`src/rtl/neighbor_reward_pkg.sv`:
```
// Shared types and RAM map for the neighbor-table / reward engine.
package neighbor_reward_pkg;

  // Controller states
  typedef enum logic [2:0] {
    StIdle,
    StRdHdr,
    StSearch,
    StUpdate,
    StInsert,
    StSkip,
    StCalc,
    StDone
  } state_e;

  // Fixed header words at the bottom of the RAM
  localparam int unsigned OwnIdAddr  = 0;
  localparam int unsigned OwnClAddr  = 1;
  localparam int unsigned NbrCntAddr = 2;

  // Word offsets inside a 4-word neighbor entry
  localparam int unsigned OffId      = 0;
  localparam int unsigned OffBattery = 1;
  localparam int unsigned OffValue   = 2;
  localparam int unsigned OffCluster = 3;

  // Q1.15 battery to Q8.8 alignment
  localparam int unsigned BattShift = 7;

endpackage

```
`src/rtl/neighbor_reward_calc.sv`:
```
// Combinational reward datapath: base = value + (battery >> 7), halved for a foreign cluster.
// Build option: define REWARD_SAT_EN to clamp an overflowing base to all-ones instead of wrapping.
module reward_calc
  import neighbor_reward_pkg::*;
#(
  parameter int unsigned Width = 16
) (
  input  logic [Width-1:0] value_i,
  input  logic [Width-1:0] battery_i,
  input  logic             same_cluster_i,
  output logic [Width-1:0] reward_o
);

`ifdef REWARD_SAT_EN
  logic [Width:0]   sum;
`else
  logic [Width-1:0] sum;
`endif
  logic [Width-1:0] base;

  // Base sum, optional clamp on carry, then cluster halving
  always_comb begin
`ifdef REWARD_SAT_EN
    sum  = {1'b0, value_i} + {1'b0, (battery_i >> BattShift)};
    base = sum[Width] ? '1 : sum[Width-1:0];
`else
    sum  = value_i + (battery_i >> BattShift);
    base = sum;
`endif
    reward_o = same_cluster_i ? base : (base >> 1);
  end

endmodule

```
`src/rtl/neighbor_reward_top.sv`:
```
// Neighbor-table and reward engine. Latches a packet header on en, searches the RAM-resident
// neighbor table, updates or inserts the sender, then produces a Q8.8 reward with a done pulse.
// Build option: REWARD_SAT_EN (see reward_calc).
module neighbor_reward_top
  import neighbor_reward_pkg::*;
#(
  parameter int unsigned            WORD_WIDTH = 16,
  parameter int unsigned            ADDR_WIDTH = 11,
  parameter int unsigned            MAX_NBR    = 16,
  parameter logic [ADDR_WIDTH-1:0]  TABLE_BASE = 11'h010
) (
  input  logic                  clock,
  input  logic                  nrst,
  input  logic                  en,
  output logic [ADDR_WIDTH-1:0] address,
  output logic                  wr_en,
  output logic [WORD_WIDTH-1:0] mem_data_in,
  input  logic [WORD_WIDTH-1:0] mem_data_out,
  input  logic [WORD_WIDTH-1:0] fsourceID,
  input  logic [WORD_WIDTH-1:0] fbatteryStat,
  input  logic [WORD_WIDTH-1:0] fValue,
  input  logic [WORD_WIDTH-1:0] fclusterID,
  input  logic [WORD_WIDTH-1:0] fdestinationID,
  output logic [WORD_WIDTH-1:0] reward_out,
  output logic                  done_reward
);

  // Wide enough to hold MAX_NBR + 1 (search runs one index ahead of the compare)
  localparam int unsigned IdxW = $clog2(MAX_NBR + 1) + 1;

  state_e                state_q, state_d;
  logic [2:0]            step_q, step_d;
  logic [IdxW-1:0]       idx_q, idx_d;
  logic [IdxW-1:0]       match_q, match_d;
  logic [WORD_WIDTH-1:0] own_id_q, own_id_d;
  logic [WORD_WIDTH-1:0] own_cl_q, own_cl_d;
  logic [WORD_WIDTH-1:0] n_q, n_d;
  logic [ADDR_WIDTH-1:0] address_q, address_d;
  logic                  wr_en_q, wr_en_d;
  logic [WORD_WIDTH-1:0] wdata_q, wdata_d;
  logic [WORD_WIDTH-1:0] reward_q, reward_d;
  logic                  done_q, done_d;

  logic                  lat_load;
  logic [WORD_WIDTH-1:0] src_q, batt_q, val_q, cl_q, dst_q;

  logic [IdxW-1:0]       k;
  logic [IdxW-1:0]       ins_idx;
  logic                  end_of_list;
  logic [WORD_WIDTH-1:0] calc_reward;

  function automatic logic [ADDR_WIDTH-1:0] entry_addr(input logic [IdxW-1:0] i,
                                                       input int unsigned off);
    return TABLE_BASE + ADDR_WIDTH'({i, 2'b00}) + ADDR_WIDTH'(off);
  endfunction

  // Entry whose ID word is on mem_data_out during a search compare cycle
  assign k           = idx_q - IdxW'(1);
  assign ins_idx     = IdxW'(n_q);
  assign end_of_list = (WORD_WIDTH'(k) >= n_q) || (k >= IdxW'(MAX_NBR));

  reward_calc #(
    .Width (WORD_WIDTH)
  ) u_reward_calc (
    .value_i        (val_q),
    .battery_i      (batt_q),
    .same_cluster_i (cl_q == own_cl_q),
    .reward_o       (calc_reward)
  );

  // Packet header capture on the accepted start request
  always_ff @(posedge clock or posedge nrst) begin
    if (nrst) begin
      src_q  <= '0;
      batt_q <= '0;
      val_q  <= '0;
      cl_q   <= '0;
      dst_q  <= '0;
    end else if (lat_load) begin
      src_q  <= fsourceID;
      batt_q <= fbatteryStat;
      val_q  <= fValue;
      cl_q   <= fclusterID;
      dst_q  <= fdestinationID;
    end
  end

  // Controller and registered RAM/result outputs
  always_ff @(posedge clock or posedge nrst) begin
    if (nrst) begin
      state_q   <= StIdle;
      step_q    <= '0;
      idx_q     <= '0;
      match_q   <= '0;
      own_id_q  <= '0;
      own_cl_q  <= '0;
      n_q       <= '0;
      address_q <= '0;
      wr_en_q   <= 1'b0;
      wdata_q   <= '0;
      reward_q  <= '0;
      done_q    <= 1'b0;
    end else begin
      state_q   <= state_d;
      step_q    <= step_d;
      idx_q     <= idx_d;
      match_q   <= match_d;
      own_id_q  <= own_id_d;
      own_cl_q  <= own_cl_d;
      n_q       <= n_d;
      address_q <= address_d;
      wr_en_q   <= wr_en_d;
      wdata_q   <= wdata_d;
      reward_q  <= reward_d;
      done_q    <= done_d;
    end
  end

  // Next-state logic. Reads return two cycles after address_d is set, so the header and
  // the table walk are pipelined one issue ahead of the compare.
  always_comb begin
    state_d   = state_q;
    step_d    = step_q;
    idx_d     = idx_q;
    match_d   = match_q;
    own_id_d  = own_id_q;
    own_cl_d  = own_cl_q;
    n_d       = n_q;
    address_d = address_q;
    wr_en_d   = 1'b0;
    wdata_d   = wdata_q;
    reward_d  = reward_q;
    done_d    = 1'b0;
    lat_load  = 1'b0;

    unique case (state_q)
      StIdle: begin
        if (en) begin
          lat_load  = 1'b1;
          address_d = ADDR_WIDTH'(OwnIdAddr);
          step_d    = '0;
          state_d   = StRdHdr;
        end
      end

      StRdHdr: begin
        step_d = step_q + 3'd1;
        unique case (step_q)
          3'd0: address_d = ADDR_WIDTH'(OwnClAddr);
          3'd1: begin
            address_d = ADDR_WIDTH'(NbrCntAddr);
            own_id_d  = mem_data_out;
          end
          3'd2: begin
            // Speculative read of entry 0 ID; harmless if the table is empty
            address_d = entry_addr('0, OffId);
            own_cl_d  = mem_data_out;
          end
          default: begin
            n_d    = mem_data_out;
            idx_d  = IdxW'(1);
            step_d = '0;
            if ((dst_q == own_id_q) || (dst_q == '1)) begin
              state_d = StSearch;
            end else begin
              state_d = StCalc;
            end
          end
        endcase
      end

      StSearch: begin
        if (step_q[0]) begin
          step_d = '0;
        end else if (end_of_list) begin
          step_d  = '0;
          state_d = (n_q < WORD_WIDTH'(MAX_NBR)) ? StInsert : StSkip;
        end else if (mem_data_out == src_q) begin
          match_d = k;
          step_d  = '0;
          state_d = StUpdate;
        end else begin
          address_d = entry_addr(idx_q, OffId);
          idx_d     = idx_q + IdxW'(1);
          step_d    = 3'd1;
        end
      end

      StUpdate: begin
        wr_en_d = 1'b1;
        step_d  = step_q + 3'd1;
        unique case (step_q)
          3'd0: begin
            address_d = entry_addr(match_q, OffBattery);
            wdata_d   = batt_q;
          end
          3'd1: begin
            address_d = entry_addr(match_q, OffValue);
            wdata_d   = val_q;
          end
          default: begin
            address_d = entry_addr(match_q, OffCluster);
            wdata_d   = cl_q;
            state_d   = StCalc;
          end
        endcase
      end

      StInsert: begin
        wr_en_d = 1'b1;
        step_d  = step_q + 3'd1;
        unique case (step_q)
          3'd0: begin
            address_d = entry_addr(ins_idx, OffId);
            wdata_d   = src_q;
          end
          3'd1: begin
            address_d = entry_addr(ins_idx, OffBattery);
            wdata_d   = batt_q;
          end
          3'd2: begin
            address_d = entry_addr(ins_idx, OffValue);
            wdata_d   = val_q;
          end
          3'd3: begin
            address_d = entry_addr(ins_idx, OffCluster);
            wdata_d   = cl_q;
          end
          default: begin
            address_d = ADDR_WIDTH'(NbrCntAddr);
            wdata_d   = n_q + WORD_WIDTH'(1);
            state_d   = StCalc;
          end
        endcase
      end

      StSkip: state_d = StCalc;

      StCalc: begin
        reward_d = calc_reward;
        done_d   = 1'b1;
        state_d  = StDone;
      end

      StDone: state_d = StIdle;

      default: state_d = StIdle;
    endcase
  end

  assign address     = address_q;
  assign wr_en       = wr_en_q;
  assign mem_data_in = wdata_q;
  assign reward_out  = reward_q;
  assign done_reward = done_q;

endmodule

```
`config.mk`:
```
export PLATFORM = sky130hd
export DESIGN_NAME = neighbor_reward_top
export DESIGN_NICKNAME = d
export VERILOG_FILES = /design/src/rtl/neighbor_reward_pkg.sv /design/src/rtl/neighbor_reward_calc.sv /design/src/rtl/neighbor_reward_top.sv
export SDC_FILE = /design/constraint.sdc
export NUM_CORES = 1
export LEC_CHECK = 0
export ABC_AREA = 1
export CAP_MARGIN = 15
export CORE_MARGIN = 10
export CORE_UTILIZATION = 50
export CTS_BUF_LIST = sky130_fd_sc_hd__clkbuf_4 sky130_fd_sc_hd__clkbuf_8
export DETAILED_ROUTE_END_ITERATION = 6
export PLACE_DENSITY_LB_ADDON = 0.3
export SLEW_MARGIN = 15
export SYNTH_ARGS = -nofsm -noshare
export SYNTH_HDL_FRONTEND = slang
export SYNTH_SLANG_ARGS = --single-unit
```
`constraint.sdc`:
```
create_clock -name clock -period 17.6 [get_ports clock]
set_input_delay 3.52 -clock clock [delete_from_list [all_inputs] [get_ports clock]]
set_output_delay 3.52 -clock clock [all_outputs]
set_load 0.1 [all_outputs]
```
== Word-level counts from Yosys, hierarchy flattened ==
Index checks and enable logic that the tools add are counted.
Operators by class
  $add $sub $neg: 14
  $lt $le $gt $ge: 3
  equality and inequality tests: 23
  mux-type cells: 37
  bitwise logic cells: 3
  reduce and logical (&&, ||, !) cells: 20
Operator list (count)
  $pmux W16 S2: 2
  $pmux W16 S4: 1
  $pmux W11 S5: 1
  $eq A16 B16 Y1: 3
  $mux W11: 4
  $pmux W11 S4: 1
  $pmux W11 S3: 1
  $mux W3: 10
  $add A5 B8 Y9 const A: 3
  $mux W6: 4
  $pmux W3 S8: 1
  $add A11 B1 Y11 const B: 2
  $add A11 B2 Y11 const B: 2
  $pmux W11 S2: 1
  $add A9 B2 Y10 const B: 2
  $add A16 B1 Y16 const B: 1
  $add A16 B9 Y16: 1
  $eq A16 B16 Y1 const B: 1
  $ge A6 B16 Y1: 1
  $lt A16 B5 Y1 const B: 1
  $mux W16: 1
  $ne A2 B2 Y1 const B: 7
  $eq A3 B2 Y1 const B: 4
  $eq A3 B3 Y1 const B: 4
  23 further kinds: 41
Word-level totals
  register bits after elaboration: 191
  bits of input ports: 99
  output and inout port bits: 45
  logic and storage cells: 117

== Depth between registers and ports, before layout ==
  word-level depth: 6
  depth in mapped cells: 18
  gate-level depth less buffers: 17

== Cells and area by module ==
A second synthesis with hierarchy kept.
Unflattened totals
  cells, all modules: 1426
  area total of the unflattened synthesis: 10934.2 µm²
By module, submodules not included
  neighbor_reward_top: times used 1, cells an instance 1241, area an instance 10008.3 µm², seq. area each 4729.5 µm²
  reward_calc: times used 1, cells an instance 185, area an instance 925.9 µm², seq. area each 0.0 µm²

== Least setup slack after synthesis ==
OpenSTA, ideal clock, no wires.
  path type: input to register
  from: input port mem_data_out[1]
  to: register address_q[0] (netlist: address[0])
  library setup time: 0.122 ns
  arrival: 4.493 ns
  required time: 17.478 ns
  slack: 12.985 ns
  stages: 10
  buffers on the path: 1
  cell sequence: inv_1 > nand2_1 > nand2_1 > nor2_1 > nand3_1 > nor2_1 > nand3_4 > buf_2 > nand4_1 > nand2_1
Between the ends
  word-level cells in the longest chain between the ends: 3
RTL lines
  from (decl): line neighbor_reward_top.sv:18  | input logic [WORD_WIDTH-1:0] mem_data_out,
  $eq A16 B16 Y1: line neighbor_reward_top.sv:178  | end else if (mem_data_out == src_q) begin
  $ne A2 B2 Y1 (no source line)
  $reduce_and A6 Y1 (no source line)
  to (signal assigned): line neighbor_reward_top.sv:111  | address_q <= address_d;
  to (decl): line neighbor_reward_top.sv:38  | logic [ADDR_WIDTH-1:0] address_q, address_d;
No other way between the ends.
A chain may end at the register's enable or synchronous reset.

== Worst setup path after layout ==
  from: register wdata_q[0] (netlist: mem_data_in[0])
  to: output port mem_data_in[0]
RTL lines
  from (decl): line neighbor_reward_top.sv:40  | logic [WORD_WIDTH-1:0] wdata_q, wdata_d;
  from (signal assigned): line neighbor_reward_top.sv:113  | wdata_q <= wdata_d;
  to (decl): line neighbor_reward_top.sv:17  | output logic [WORD_WIDTH-1:0] mem_data_in,
No word-level cell between the ends.

==> reports/qor.csv <==
stage;metric;value;unit
status;outcome;complete, no violations;
timing;fmax;179;MHz
routing;first_pass_iters;6;
timing;relSlewSlack;27.5;%
clock_tree;post-cts-setup-buffers;0;
logic_synthesis;ys_ff_latch;189;
clock_tree;cts_resized;0;
logic_synthesis;synth-edff-count;0;
clock_tree;cts_tree;built;
routing;drc_errors;0;
critical_path;reg2reg_slack;14530;ps
floorplanning;core;0.0210;mm2
clock_tree;cts.clk_slew.worst_paths;90;ps
layout;final_nets;1604;
critical_path;critPathLaunch;mem_data_in[0];
critical_path;timing.rr.end;n_q[12];
logic_synthesis;async_flop_share;100;%
clock_tree;numClockSinks;189;
timing;fin_crit;5570;ps
timing;skew;14.4;ps
clock_tree;ctsLongestPathBuffers;2;
timing;worstMarginPinSlew;1080;ps
floorplanning;die_y;166;um
clock_tree;ctsRootBufferMaster;clkbuf_8;
routing;drt-total-wl;33.0;mm
critical_path;crit_type;register to output pin;
timing;finalCritPeriodShare;31.7;%
clock_tree;h-tree-depth;4;
logic_synthesis;synth_cells;1365;
power;leakage;0.00609;uW
logic_synthesis;synth_top_area_share;44.4;%
timing;finalSetupViolations;0;
critical_path;cp_max_fo;2;
critical_path;endpoint;mem_data_in[0];
layout;fillCellCount;1971;
job;cap_violations;0;
critical_path;cp_data_required_time;14080;ps
place;io_buffers;141;
power;finalPower;2630;uW
routing;drtAntennaViolNets;0;
logic_synthesis;yosys_warnings;0;
critical_path;cp_num_cells;1;
floorplanning;ioPinCount;144;
routing;drtIter0Drc;1087;
critical_path;rr_worst_depth;5;
global_route;grt_max_degree;76;
global_route;overflow;0;
logic_synthesis;netlist_area;0.0106;mm2
floorplanning;rows;53;
timing;hold_viol;0;
global_route;grt_pass1_vias;9558;
critical_path;max_stage_delay;1170;ps
layout;mostFrequentLayoutCell;nand2_1;
global_route;antenna_found_initial;0;
critical_path;r2r-start;step_q[0];
routing;wire_per_inst;18.7;um
clock_tree;cts_buffers;17;
logic_synthesis;ys.flop_type;dfrtp_1;
critical_path;critPathBufInv;1;
clock_tree;cts_hold_buffers;0;
timing;grt_setup_unrepaired;no;
layout;syn2layout_area_growth;18.5;%
global_route;grt_pass1_wl;53.6;mm
critical_path;crit_arrival;2050;ps
timing;finalSetupTns;0;ps
place;routabilityCongestion;0.972;
min_path;hp-class;register to register;
layout;ff_latch_area;0.00473;mm2
place;hpwl;25.2;mm
routing;vias;9754;
layout;antenna_cells;0;
routing;viasPerCell;5.52;
layout;multi_input_area;0.00514;mm2
global_route;grt_use_total;23.8;%
floorplanning;die_w;166;um
power;peakVddDrop;0.0934;mV
logic_synthesis;yosysSeqAreaShare;44.4;%
layout;final_cell_mix;nand2_1, dfrtp_1, clkdlybuf4s50_1, inv_1, nor2_1;
critical_path;slowest_stage;clkdlybuf4s50_1;
layout;drive_gt1_share;6.30;%
critical_path;startpoint_type;register;
floorplanning;initial_core_util;50.8;%
power;powerDensity;208;mW/mm2
floorplanning;die-area;0.0275;mm2
critical_path;critPathTopFamily;buffers and inverters;
logic_synthesis;synth_largest_area_cell;dfrtp_1;
critical_path;path_cells;clkdlybuf4s50_1;
logic_synthesis;syn_avg_cell_area;7.80;um2
logic_synthesis;synth_area_leaders;dfrtp_1, nand2_1, inv_1;
logic_synthesis;ys_types;45;
timing;slew_viol_final;0;
clock_tree;clkLatencyLatePin;470;ps
critical_path;cp-end-kind;output pin;
## how the worst min path moves through the flow
stage	start	to	slack [ps]	cells past startpoint
2_1_floorplan	match_q[2]	match_q[2]	450	2
3_5_place_dp	address[0]	address[0]	460	2
3_3_place_gp	address[8]	address[8]	460	2
6_report	address[0]	address[0]	480	2
4_1_cts	address[0]	address[0]	490	2
5_1_grt	address[0]	address[0]	520	2
## area by class of cell
class,instances,area share (%)
clock inverters,12,1.06
clock buffers,19,2.07
multi-input cells,977,40.8
inverters,150,4.52
well taps,275,2.73
repair buffers,144,11.4
flip-flops and latches,189,37.5
## cell usage after synthesis (25+ instances only)
| master | number |
|---|---|
| o21ai_0 | 105 |
| xor2_1 | 25 |
| a21oi_1 | 93 |
| clkbuf_1 | 28 |
| dfrtp_1 | 189 |
| nand2_1 | 348 |
| inv_1 | 141 |
| nand3_1 | 63 |
| ha_1 | 25 |
| xnor2_1 | 31 |
| nand4_1 | 34 |
| nor2_1 | 138 |
## through the flow
step	setup WS, ps	util [%]	cell area (um2)	std cells	hold slack [ps]
floorplan	8940	-	10700	1366	449
finish	12030	60.2	12600	1766	479
CTS	12020	60.2	12600	1766	486
global placement	11790	58.3	12200	1735	457
global route	11990	60.2	12600	1766	516
detailed placement	11750	58.3	12200	1735	462
## routing by layer
layer  GRT usage, %  vias up  routed length, um
li1               -     4682                  -
met1           33.5     4611              14700
met3           4.90       47               2900
met4           7.51        0                792
met5              0        -                  0
met2           36.0      414              14600
## registers in the layout, summed over array words and instances, names as in the netlist, 6 cells and up
name         count
batt_q          16
val_q           16
src_q           16
dst_q           16
cl_q            16
idx_q            6
own_cl_q        16
address          9
mem_data_in     16
reward_out      16
own_id_q        16
n_q             16
match_q          6
## report_power, final
group | internal, uW | total [uW] | leakage (uW) | switching (uW)
combinational | 479 | 1500 | 0.00368 | 1020
clock | 134 | 299 | 0.000199 | 164
sequential | 629 | 831 | 0.00221 | 201
## cells by family after synthesis
family	count (synthesis)	synth area share [%]
buffers and inverters	200	7.40
muxes	24	2.54
other	1	0.0352
AOI/OAI and AO/OA	251	13.0
xor gates and xnor gates	56	4.61
and+or+nand+nor	618	24.9
DFF	189	44.4
adders and majority gates	26	3.13
No activity file was read; power rests on OpenSTA's default activity.
